<file path="config.mk">
export PLATFORM = sky130hd
export DESIGN_NAME = cpu09_bus_adapter_flat
export DESIGN_NICKNAME = d
export VERILOG_FILES = /design/src/rtl/cpu09_bus_adapter_if.sv /design/src/rtl/cpu09_bus_adapter.sv /design/src/flat_wrapper.sv
export SDC_FILE = /design/constraint.sdc
export NUM_CORES = 1
export LEC_CHECK = 0
export BUFFER_PORTS_ARGS = -buffer_cell sky130_fd_sc_hd__buf_4
export CAP_MARGIN = 20
export CORE_MARGIN = 1.5
export CORE_UTILIZATION = 54
export DETAILED_ROUTE_END_ITERATION = 10
export GPL_ROUTABILITY_DRIVEN = 0
export PLACE_DENSITY = 0.84
export SKIP_CTS_REPAIR_TIMING = 1
export SYNTH_ARGS = -nofsm -noshare
export SYNTH_HDL_FRONTEND = slang
export SYNTH_SLANG_ARGS = --single-unit
</file>
<file path="constraint.sdc">
create_clock -name clk -period 3.3 [get_ports clk]
set_clock_uncertainty 0.05 [all_clocks]
set_input_delay 0.99 -clock clk [delete_from_list [all_inputs] [get_ports clk]]
set_output_delay 0.99 -clock clk [all_outputs]
set_load 0.01 [all_outputs]
</file>
<file path="src/rtl/cpu09_bus_adapter_if.sv">
// System-bus side of the 6809 bus-cycle adapter.
// The adapter is the master: it presents a latched address/direction/data
// and holds bus_req until the decoder answers with bus_ack.
interface cpu09_bus_adapter_if #(
    parameter int ADDR_W = 16,
    parameter int DATA_W = 8
);
    logic              bus_req;
    logic [ADDR_W-1:0] bus_addr;
    logic              bus_rw;
    logic [DATA_W-1:0] bus_wdata;
    logic [DATA_W-1:0] bus_rdata;
    logic              bus_ack;
    logic              bus_err;

    modport master (
        output bus_req, bus_addr, bus_rw, bus_wdata, bus_err,
        input  bus_rdata, bus_ack
    );

    modport slave (
        input  bus_req, bus_addr, bus_rw, bus_wdata, bus_err,
        output bus_rdata, bus_ack
    );
endinterface

</file>
<file path="src/rtl/cpu09_bus_adapter.sv">
// Bus-cycle adapter between a 6809-class core and the system bus.
// Each core access is stretched by dropping core_ce until the bus acknowledges
// (after a programmable minimum of wait states) or a timeout forces completion.
// A halt request stops the core only between accesses. Interrupt lines are
// synchronised and, per channel, either passed as levels or latched on a
// falling edge until software clears them.
module cpu09_bus_adapter #(
    parameter int                    ADDR_W      = 16,
    parameter int                    DATA_W      = 8,
    parameter int                    WAIT_W      = 4,
    parameter int                    NUM_IRQ     = 3,
    parameter logic [NUM_IRQ-1:0]    EDGE_MASK   = 3'b100,
    parameter int                    SYNC_STAGES = 2,
    parameter int                    TIMEOUT     = 255
) (
    input  logic               clk,
    input  logic               rst_n,
    input  logic               core_vma,
    input  logic [ADDR_W-1:0]  core_addr,
    input  logic               core_rw,
    input  logic [DATA_W-1:0]  core_dout,
    output logic [DATA_W-1:0]  core_din,
    output logic               core_ce,
    output logic [NUM_IRQ-1:0] core_irq_n,
    input  logic [NUM_IRQ-1:0] irq_in_n,
    input  logic [NUM_IRQ-1:0] irq_clr,
    input  logic               halt,
    output logic               halt_ack,
    input  logic [WAIT_W-1:0]  wait_cnt,
    cpu09_bus_adapter_if.master bus
);

    // Value of the timeout counter during the last REQ cycle allowed
    localparam logic [15:0] TO_LAST = 16'(TIMEOUT - 1);

    typedef enum logic [1:0] {
        ST_IDLE,
        ST_REQ,
        ST_DONE
    } state_t;

    state_t             state_q;
    state_t             state_d;
    logic [WAIT_W-1:0]  wait_q;
    logic [15:0]        to_q;
    logic [ADDR_W-1:0]  addr_q;
    logic               rw_q;
    logic [DATA_W-1:0]  wdata_q;
    logic [DATA_W-1:0]  din_q;
    logic               err_q;
    logic               ack_ok;
    logic               timeout_hit;

    logic [NUM_IRQ-1:0] sync_q [SYNC_STAGES];
    logic [NUM_IRQ-1:0] sync_out;
    logic [NUM_IRQ-1:0] sync_prev_q;
    logic [NUM_IRQ-1:0] edge_latch_q;
    logic [NUM_IRQ-1:0] fall;

    // An ack only counts once the minimum wait states have elapsed; an
    // accepted ack in the final cycle beats the timeout.
    assign ack_ok      = (state_q == ST_REQ) && bus.bus_ack && (wait_q == '0);
    assign timeout_hit = (state_q == ST_REQ) && (to_q == TO_LAST);

    assign bus.bus_req   = (state_q == ST_REQ);
    assign bus.bus_addr  = addr_q;
    assign bus.bus_rw    = rw_q;
    assign bus.bus_wdata = wdata_q;
    assign bus.bus_err   = err_q;
    assign core_din      = din_q;

    // State register; reset drops bus_req at once, aborting any bus cycle
    always_ff @(posedge clk or negedge rst_n) begin
        if (!rst_n) begin
            state_q <= ST_IDLE;
        end else begin
            state_q <= state_d;
        end
    end

    // Next state, core clock enable and halt acknowledge; reset freezes the core
    always_comb begin
        state_d  = state_q;
        core_ce  = 1'b0;
        halt_ack = 1'b0;
        case (state_q)
            ST_IDLE: begin
                core_ce  = !core_vma && !halt;
                halt_ack = halt && !core_vma;
                if (core_vma) begin
                    state_d = ST_REQ;
                end
            end
            ST_REQ: begin
                if (ack_ok || timeout_hit) begin
                    state_d = ST_DONE;
                end
            end
            ST_DONE: begin
                core_ce = 1'b1;
                state_d = ST_IDLE;
            end
            default: begin
                state_d = ST_IDLE;
            end
        endcase
        if (!rst_n) begin
            core_ce  = 1'b0;
            halt_ack = 1'b0;
        end
    end

    // Access latching, wait/timeout counting, read-data capture and error pulse
    always_ff @(posedge clk or negedge rst_n) begin
        if (!rst_n) begin
            addr_q  <= '0;
            rw_q    <= 1'b1;
            wdata_q <= '0;
            din_q   <= '0;
            err_q   <= 1'b0;
            wait_q  <= '0;
            to_q    <= '0;
        end else begin
            err_q <= 1'b0;
            case (state_q)
                ST_IDLE: begin
                    if (core_vma) begin
                        addr_q  <= core_addr;
                        rw_q    <= core_rw;
                        wdata_q <= core_dout;
                        wait_q  <= wait_cnt;
                        to_q    <= '0;
                    end
                end
                ST_REQ: begin
                    if (wait_q != '0) begin
                        wait_q <= wait_q - WAIT_W'(1);
                    end
                    to_q <= to_q + 16'd1;
                    if (ack_ok) begin
                        if (rw_q) begin
                            din_q <= bus.bus_rdata;
                        end
                    end else if (timeout_hit) begin
                        if (rw_q) begin
                            din_q <= '1;
                        end
                        err_q <= 1'b1;
                    end
                end
                default: begin
                end
            endcase
        end
    end

    // Interrupt synchroniser chain, idle high
    always_ff @(posedge clk or negedge rst_n) begin
        if (!rst_n) begin
            for (int s = 0; s < SYNC_STAGES; s++) begin
                sync_q[s] <= '1;
            end
        end else begin
            sync_q[0] <= irq_in_n;
            for (int s = 1; s < SYNC_STAGES; s++) begin
                sync_q[s] <= sync_q[s-1];
            end
        end
    end

    assign sync_out = sync_q[SYNC_STAGES-1];
    assign fall     = sync_prev_q & ~sync_out & EDGE_MASK;

    // Edge latches: a new falling edge wins over a clear in the same cycle
    always_ff @(posedge clk or negedge rst_n) begin
        if (!rst_n) begin
            sync_prev_q  <= '1;
            edge_latch_q <= '0;
        end else begin
            sync_prev_q  <= sync_out;
            edge_latch_q <= (fall | (edge_latch_q & ~irq_clr)) & EDGE_MASK;
        end
    end

    assign core_irq_n = (EDGE_MASK & ~edge_latch_q) | (~EDGE_MASK & sync_out);

endmodule

</file>
<file path="src/flat_wrapper.sv">
// flat-port wrapper written by rule: the top's interface ports become plain ports
module cpu09_bus_adapter_flat 
#(
    parameter int                    ADDR_W      = 16,
    parameter int                    DATA_W      = 8,
    parameter int                    WAIT_W      = 4,
    parameter int                    NUM_IRQ     = 3,
    parameter logic [NUM_IRQ-1:0]    EDGE_MASK   = 3'b100,
    parameter int                    SYNC_STAGES = 2,
    parameter int                    TIMEOUT     = 255
)
  (clk, rst_n, core_vma, core_addr, core_rw, core_dout, core_din, core_ce, core_irq_n, irq_in_n, irq_clr, halt, halt_ack, wait_cnt, bus_bus_req, bus_bus_addr, bus_bus_rw, bus_bus_wdata, bus_bus_err, bus_bus_rdata, bus_bus_ack);
  cpu09_bus_adapter_if #(.ADDR_W(ADDR_W), .DATA_W(DATA_W)) bus_i ();
  input  logic clk;
  input  logic rst_n;
  input  logic core_vma;
  input  logic [ADDR_W-1:0] core_addr;
  input  logic core_rw;
  input  logic [DATA_W-1:0] core_dout;
  output logic [DATA_W-1:0] core_din;
  output logic core_ce;
  output logic [NUM_IRQ-1:0] core_irq_n;
  input  logic [NUM_IRQ-1:0] irq_in_n;
  input  logic [NUM_IRQ-1:0] irq_clr;
  input  logic halt;
  output logic halt_ack;
  input  logic [WAIT_W-1:0] wait_cnt;
  output wire logic [$bits(bus_i.bus_req)-1:0] bus_bus_req;
  output wire logic [$bits(bus_i.bus_addr)-1:0] bus_bus_addr;
  output wire logic [$bits(bus_i.bus_rw)-1:0] bus_bus_rw;
  output wire logic [$bits(bus_i.bus_wdata)-1:0] bus_bus_wdata;
  output wire logic [$bits(bus_i.bus_err)-1:0] bus_bus_err;
  input wire logic [$bits(bus_i.bus_rdata)-1:0] bus_bus_rdata;
  input wire logic [$bits(bus_i.bus_ack)-1:0] bus_bus_ack;
  assign bus_bus_req = bus_i.bus_req;
  assign bus_bus_addr = bus_i.bus_addr;
  assign bus_bus_rw = bus_i.bus_rw;
  assign bus_bus_wdata = bus_i.bus_wdata;
  assign bus_bus_err = bus_i.bus_err;
  assign bus_i.bus_rdata = bus_bus_rdata;
  assign bus_i.bus_ack = bus_bus_ack;
  cpu09_bus_adapter #(.ADDR_W(ADDR_W), .DATA_W(DATA_W), .WAIT_W(WAIT_W), .NUM_IRQ(NUM_IRQ), .EDGE_MASK(EDGE_MASK), .SYNC_STAGES(SYNC_STAGES), .TIMEOUT(TIMEOUT)) u_core (.clk(clk), .rst_n(rst_n), .core_vma(core_vma), .core_addr(core_addr), .core_rw(core_rw), .core_dout(core_dout), .core_din(core_din), .core_ce(core_ce), .core_irq_n(core_irq_n), .irq_in_n(irq_in_n), .irq_clr(irq_clr), .halt(halt), .halt_ack(halt_ack), .wait_cnt(wait_cnt), .bus(bus_i));
endmodule
</file>
==> impl_metrics.tcl, run 1 <==
set metrics [dict create \
    drc 0 \
    dieArea_um2 5630 \
    grt.met3_usage 0.0884 \
    num-fill-cells 371 \
    synth_xor_area_frac 0 \
    grt_max_degree 65 \
    switching_share 0.355 \
    n_antenna_cell 0 \
    clockBufferDepth 2 \
    routed_via_density 5.26 \
    setup.worst_path.class "input port to output port" \
    setup-tns-final_ns 0 \
    p_switching_mw 1.02 \
    holdWs_ns 0.300 \
    grt_use_total 0.240 \
    area_growth_pct 31.6 \
    use_met2 0.385 \
    wire_per_inst_um 14.0 \
    drive_gt1_frac 0.336 \
    grt_pass1_wl_mm 10.1 \
    synth_top_family_by_area "simple AND/OR/NAND/NOR gates" \
    run_status "finished, final reports clean" \
    dp.final_hpwl_mm 4.34 \
    multiInputGateArea_um2 1100 \
    io_buffer_count 85 \
    synth_ff_type "dfrtp_1" \
    dieWidth_um 75.1 \
    crit_fanout 2 \
    maxCapViolations 0 \
    p_per_area_nw_per_um2 776 \
    synth.net_count 341 \
    cp-start-kind "input port" \
    peakVddDrop_mv 0.435 \
    finalSetupViolCount 0 \
    ys_types 40 \
    synth_seq_cells 64 \
    initial_core_util 0.556 \
    path_delay_family "simple AND/OR/NAND/NOR gates" \
    numCtsBuffers 9 \
    clkSlewWorstSetupHoldPaths_ns 0.07 \
    seq_area_frac_synth 0.575 \
    synthAdderAreaFrac 0.0178 \
    firstDrtPassIters 4 \
    hold_violations 0 \
    num_rows 26 \
    synth.area.mux_share 0.0286 \
    drtIter0Drc 145 \
    p_leak_nw 1.88 \
    synthCells 289 \
    p_seq_frac 0.418 \
    wirelength_mm 6.32 \
    h-tree-depth 3 \
    dpl_cell_area_um2 3490 \
    fin_nets 428 \
    clock_latency_ns 0.33 \
    gr-total-overflow 0 \
    arrival_ns 1.62 \
    core-area_um2 5040 \
    layout_commonest_cell "nand2_1" \
    async_flop_share 1.00 \
    ios 88 \
    holdCritPathClass "flip-flop to flip-flop" \
    worstMarginPinSlew_ns 0.776 \
    fp.dieH_um 75.1 \
    finalCritPeriodShare 0.806 \
    final_area_um2 3690 \
    endpoint_kind "output port" \
    maxSlewViolCount 0 \
    comb_power_share 0.350 \
    max_freq_mhz 376 \
    cts-root-buf "clkbuf_8" \
    worst_path_max_delay_cell "nor4b_1" \
    crit_required_ns 2.26 \
    synth-compound-area-share 0.102 \
    clock_sinks 64 \
    slew_headroom 0.483 \
    regArea_um2 1610 \
    cts_tree "done" \
    crit_path_max_incr_delay_ns 0.29 \
    use_met1 0.283 \
    path_cells "buf_4 > nand2b_1 > nor4b_1 > buf_4" \
    grt_busiest_layer "met2" \
    synth-simple-area-share 0.244 \
    final_cell_mix "95 x nand2_1, 89 x buf_4, 56 x dfrtp_1" \
    synth_area_um2 2800 \
    yosysWarnings 0 \
    post_synth.cell_area_avg_um2 9.70 \
    synth-edff-count 0 \
    crit_buf_inv 2 \
    fin_crit_ns 2.66 \
    pwr-share-clk 0.231 \
    power.total_mw 2.86 \
    grt_pass1_vias 2399 \
    via_count 2372 \
    crit_top_cell "buf_4" \
    antenna_found_initial 0 \
    intPower_mw 1.85 \
    final_antenna_net_count 0 \
    rsz0062_at_grt "no" \
]
-- kinds of logic (layout without fill, tap and decap cells) --
| family | after synthesis | in the layout |
|---|---|---|
| AO/OA/AOI/OAI | 43 | 43 |
| adder cells (fa/ha/maj) | 4 | 4 |
| buffers and inverters | 20 | 112 |
| flip-flops | 64 | 64 |
| multiplexers | 8 | 8 |
| AND/OR/NAND/NOR | 150 | 150 |
-- power by group through the flow --
| stage | Combinational, mW | Clock (mW) | Sequential [mW] |
|---|---|---|---|
| 3_3_place_gp | 0.969 | 0 | 1.19 |
| 2_1_floorplan | 0.527 | 0 | 1.24 |
| 5_1_grt | 1.11 | 0.712 | 1.23 |
| 3_5_place_dp | 1.02 | 0 | 1.20 |
| 6_report | 1.00 | 0.662 | 1.20 |
| 4_1_cts | 1.01 | 0.674 | 1.20 |
-- path summary, 6_finish.rpt --
kind,depth (start not counted),slack [ns],from,end
max in group asynchronous,2,1.91,rst_n,u_core.to_q[14]
worst max register to register,7,1.41,u_core.to_q[0],u_core.state_q[0]
worst min register to register,0,0.30,u_core.sync_q[5],u_core.sync_out[2]
worst max-delay path,4,0.64,rst_n,halt_ack
worst min-delay path,0,0.30,u_core.sync_q[5],u_core.sync_out[2]
min in group asynchronous,2,0.80,rst_n,u_core.to_q[3]
-- synthesized netlist by cell type (3+ instances only) --
cell type  number  area share
nand2_1        95        0.13
dfrtp_1        56        0.50
nor2_1         16       0.021
o22ai_1         9       0.020
a21oi_2         8       0.025
dfstp_2         8       0.075
mux2i_1         8       0.029
nand3_1         8       0.014
nand4_1         8       0.018
o21ai_1         8       0.014
clkbuf_1        6      0.0080
inv_1           6      0.0080
a21oi_1         5      0.0089
and3_1          5       0.011
ha_1            4       0.018
o21ai_0         4      0.0071
nor3_1          3      0.0054
-- registers in the layout, summed over array words and instances, names as in the netlist --
| signal | cells |
|---|---|
| u_core.state_q | 2 |
| u_core.to_q | 16 |
| u_core.bus.bus_wdata | 8 |
| u_core.bus.bus_addr | 16 |
| u_core.sync_prev_q | 1 |
| u_core.sync_out | 3 |
| u_core.wait_q | 4 |
| u_core.bus.bus_rw | 1 |
| u_core.core_din | 8 |
| u_core.bus.bus_err | 1 |
| u_core.sync_q | 3 |
| u_core.edge_latch_q | 1 |
-- through the flow --
| stage | setup WS [ns] | cells | utilization |
|---|---|---|---|
| 3_3_place_gp | 0.668 | 435 | 0.693 |
| 5_1_grt | 0.602 | 451 | 0.732 |
| 2_1_floorplan | 0.738 | 289 | - |
| 3_5_place_dp | 0.649 | 435 | 0.693 |
| 4_1_cts | 0.639 | 451 | 0.732 |
| 6_report | 0.642 | 451 | 0.732 |
-- final cells by class --
class / instances / share of cell area
Sequential cell: 64 / 0.437
Tap cell: 70 / 0.0237
Clock inverter: 5 / 0.0153
Inverter: 7 / 0.00712
Multi-Input combinational cell: 205 / 0.298
Timing Repair Buffer: 89 / 0.181
Clock buffer: 11 / 0.0383
-- metal layers --
| metal | wire length, um | vias up |
|---|---|---|
| li1 | - | 1152 |
| met1 | 2660 | 1121 |
| met2 | 3080 | 82 |
| met3 | 446 | 17 |
| met4 | 138 | 0 |
| met5 | 0 | - |
-- worst register-to-register path, stage by stage (launching register included) --
cell     delay (ns)
dfrtp_1        0.43
inv_1          0.11
ha_1           0.15
or4b_1         0.46
nor3_2         0.12
nand4_1        0.09
buf_4          0.21
and3_1         0.17
No activity file was read; power rests on OpenSTA's default activity.
==> run 2, diff against run 1 <==
CORE_UTILIZATION = 51   (was 54)
PLACE_DENSITY = 0.8   (was 0.84)
clock period = 2.5 ns   (was 3.3 ns; I/O delays follow)
==> run 2 against run 1 <==
  * First-iteration DRC count increased by 13%
  * Register-to-register slack worse by 1.0 ns
  * Final cell count is the same
  * Non-clock buffer count is the same
  * Flip-flop and latch count is the same
  * Combinational power is 33% higher
  * Critical path type is now flip-flop to output port
  * Critical endpoint is now bus_bus_req
  * Largest cell class unchanged
  * Highest routed layer unchanged
==> impl_metrics.tcl, run 2 (same netlist as run 1, synthesis figures left out) <==
set metrics [dict create \
    run_status "finished, final reports clean" \
    arrival_ns 1.51 \
    dieArea_um2 5950 \
    peakVddDrop_mv 0.850 \
    hold_violations 0 \
    h-tree-depth 3 \
    final_antenna_net_count 0 \
    ios 88 \
    numCtsBuffers 9 \
    cp-start-kind "flip-flop" \
    core-area_um2 5200 \
    path_cells "nand2b_4 > inv_2 > buf_4" \
    grt_use_total 0.231 \
    grt_pass1_vias 2392 \
    crit_buf_inv 2 \
    r2r_end "u_core.core_din[7]" \
    drive_gt1_frac 0.339 \
    crit_required_ns 1.70 \
    via_count 2346 \
    wirelength_mm 6.22 \
    initial_core_util 0.539 \
    min_to "u_core.sync_out[0]" \
    area_growth_pct 31.7 \
    drc 0 \
    cts_tree "done" \
    p_per_area_nw_per_um2 1020 \
    setup.worst_path.class "flip-flop to output port" \
    setup-tns-final_ns 0 \
    path_depth 3 \
    fin_nets 428 \
    wire_per_inst_um 13.8 \
    final_util 0.710 \
    rsz0062_at_grt "no" \
    worst_path_max_delay_cell "dfrtp_1" \
    io_buffer_count 85 \
    rr_worst_depth 7 \
    finalSetupViolCount 0 \
    maxSlewViolCount 0 \
    crit_fanout 19 \
    final_cell_mix "95 x nand2_1, 89 x buf_4, 56 x dfrtp_1" \
    holdCritPathClass "flip-flop to flip-flop" \
    grt_pass1_wl_mm 10.7 \
    clock_latency_ns 0.34 \
    dieWidth_um 77.1 \
    rrSetupSlack_ns 0.40 \
    rr_startpoint "u_core.to_q[0]" \
    finalCritPeriodShare 0.923 \
    worstMarginPinSlew_ns 0.751 \
    dp.final_hpwl_mm 4.34 \
    cts-root-buf "clkbuf_8" \
    maxCapViolations 0 \
    fp.dieH_um 77.1 \
    grt_max_degree 65 \
    layout_commonest_cell "nand2_1" \
    routed_via_density 5.20 \
    clkSlewWorstSetupHoldPaths_ns 0.07 \
    fin_crit_ns 2.31 \
    p_leak_nw 1.88 \
    clock_sinks 64 \
    antenna_found_initial 0 \
    num_rows 26 \
    slew_headroom 0.499 \
    endpoint_kind "output port" \
    gr-total-overflow 0 \
    firstDrtPassIters 4 \
    num-fill-cells 393 \
    hold_depth 0 \
    path_delay_family "buffers and inverters" \
    max_freq_mhz 433 \
    drtIter0Drc 164 \
    clockBufferDepth 2 \
    n_antenna_cell 0 \
    hold_start "u_core.sync_q[3]" \
    crit_path_max_incr_delay_ns 0.45 \
]
[run 2: area by class of cell]
type | count | area, um^2 | area share
repair buffers | 89 | 668 | 0.181
clock buffers | 9 | 124 | 0.0335
clock inverters | 7 | 70.1 | 0.0190
inverters | 7 | 26.3 | 0.00711
well taps | 70 | 87.6 | 0.0237
multi-input cells | 205 | 1110 | 0.299
flip-flops and latches | 64 | 1610 | 0.436
[run 2: report_power, final]
group	switching (mW)	leakage, nW	internal (mW)	total (mW)
registers	0.248	0.808	1.34	1.59
logic	0.716	0.973	0.612	1.33
clock network	0.400	0.0994	0.459	0.860
[run 2: how the worst max path moves through the flow]
stage | startpoint | end
floorplan | rst_n | halt_ack
global placement | rst_n | halt_ack
detailed placement | rst_n | halt_ack
CTS | u_core.state_q[1] | bus_bus_req
global route | u_core.state_q[1] | bus_bus_req
finish | u_core.state_q[1] | bus_bus_req
[run 2: routing by layer]
metal  global-route usage  part of all wire  vias up
met5                    0                 0        -
met4                0.113             0.021        0
met3               0.0738             0.068       11
met2                0.361              0.47       90
met1                0.288              0.44     1091
li1                     -                 -     1154
[run 2: through the flow]
step,total power [mW],cell area (um^2),hold WS [ns],cells,worst slack (ns)
floorplan,2.33,2800,0.295,289,0.418
global placement,2.87,3500,0.295,435,0.334
detailed placement,2.94,3500,0.298,435,0.316
CTS,3.81,3690,0.309,451,0.191
global route,4.04,3690,0.316,451,0.111
finish,3.78,3690,0.308,451,0.193
[run 2: worst register-to-register path, delay by kind of cell (launching register included)]
kind,cells,cell delay [ns]
flops,1,0.43
compound gates,1,0.12
fa+ha+maj,1,0.14
simple gates,3,0.90
buf+inv,2,0.41
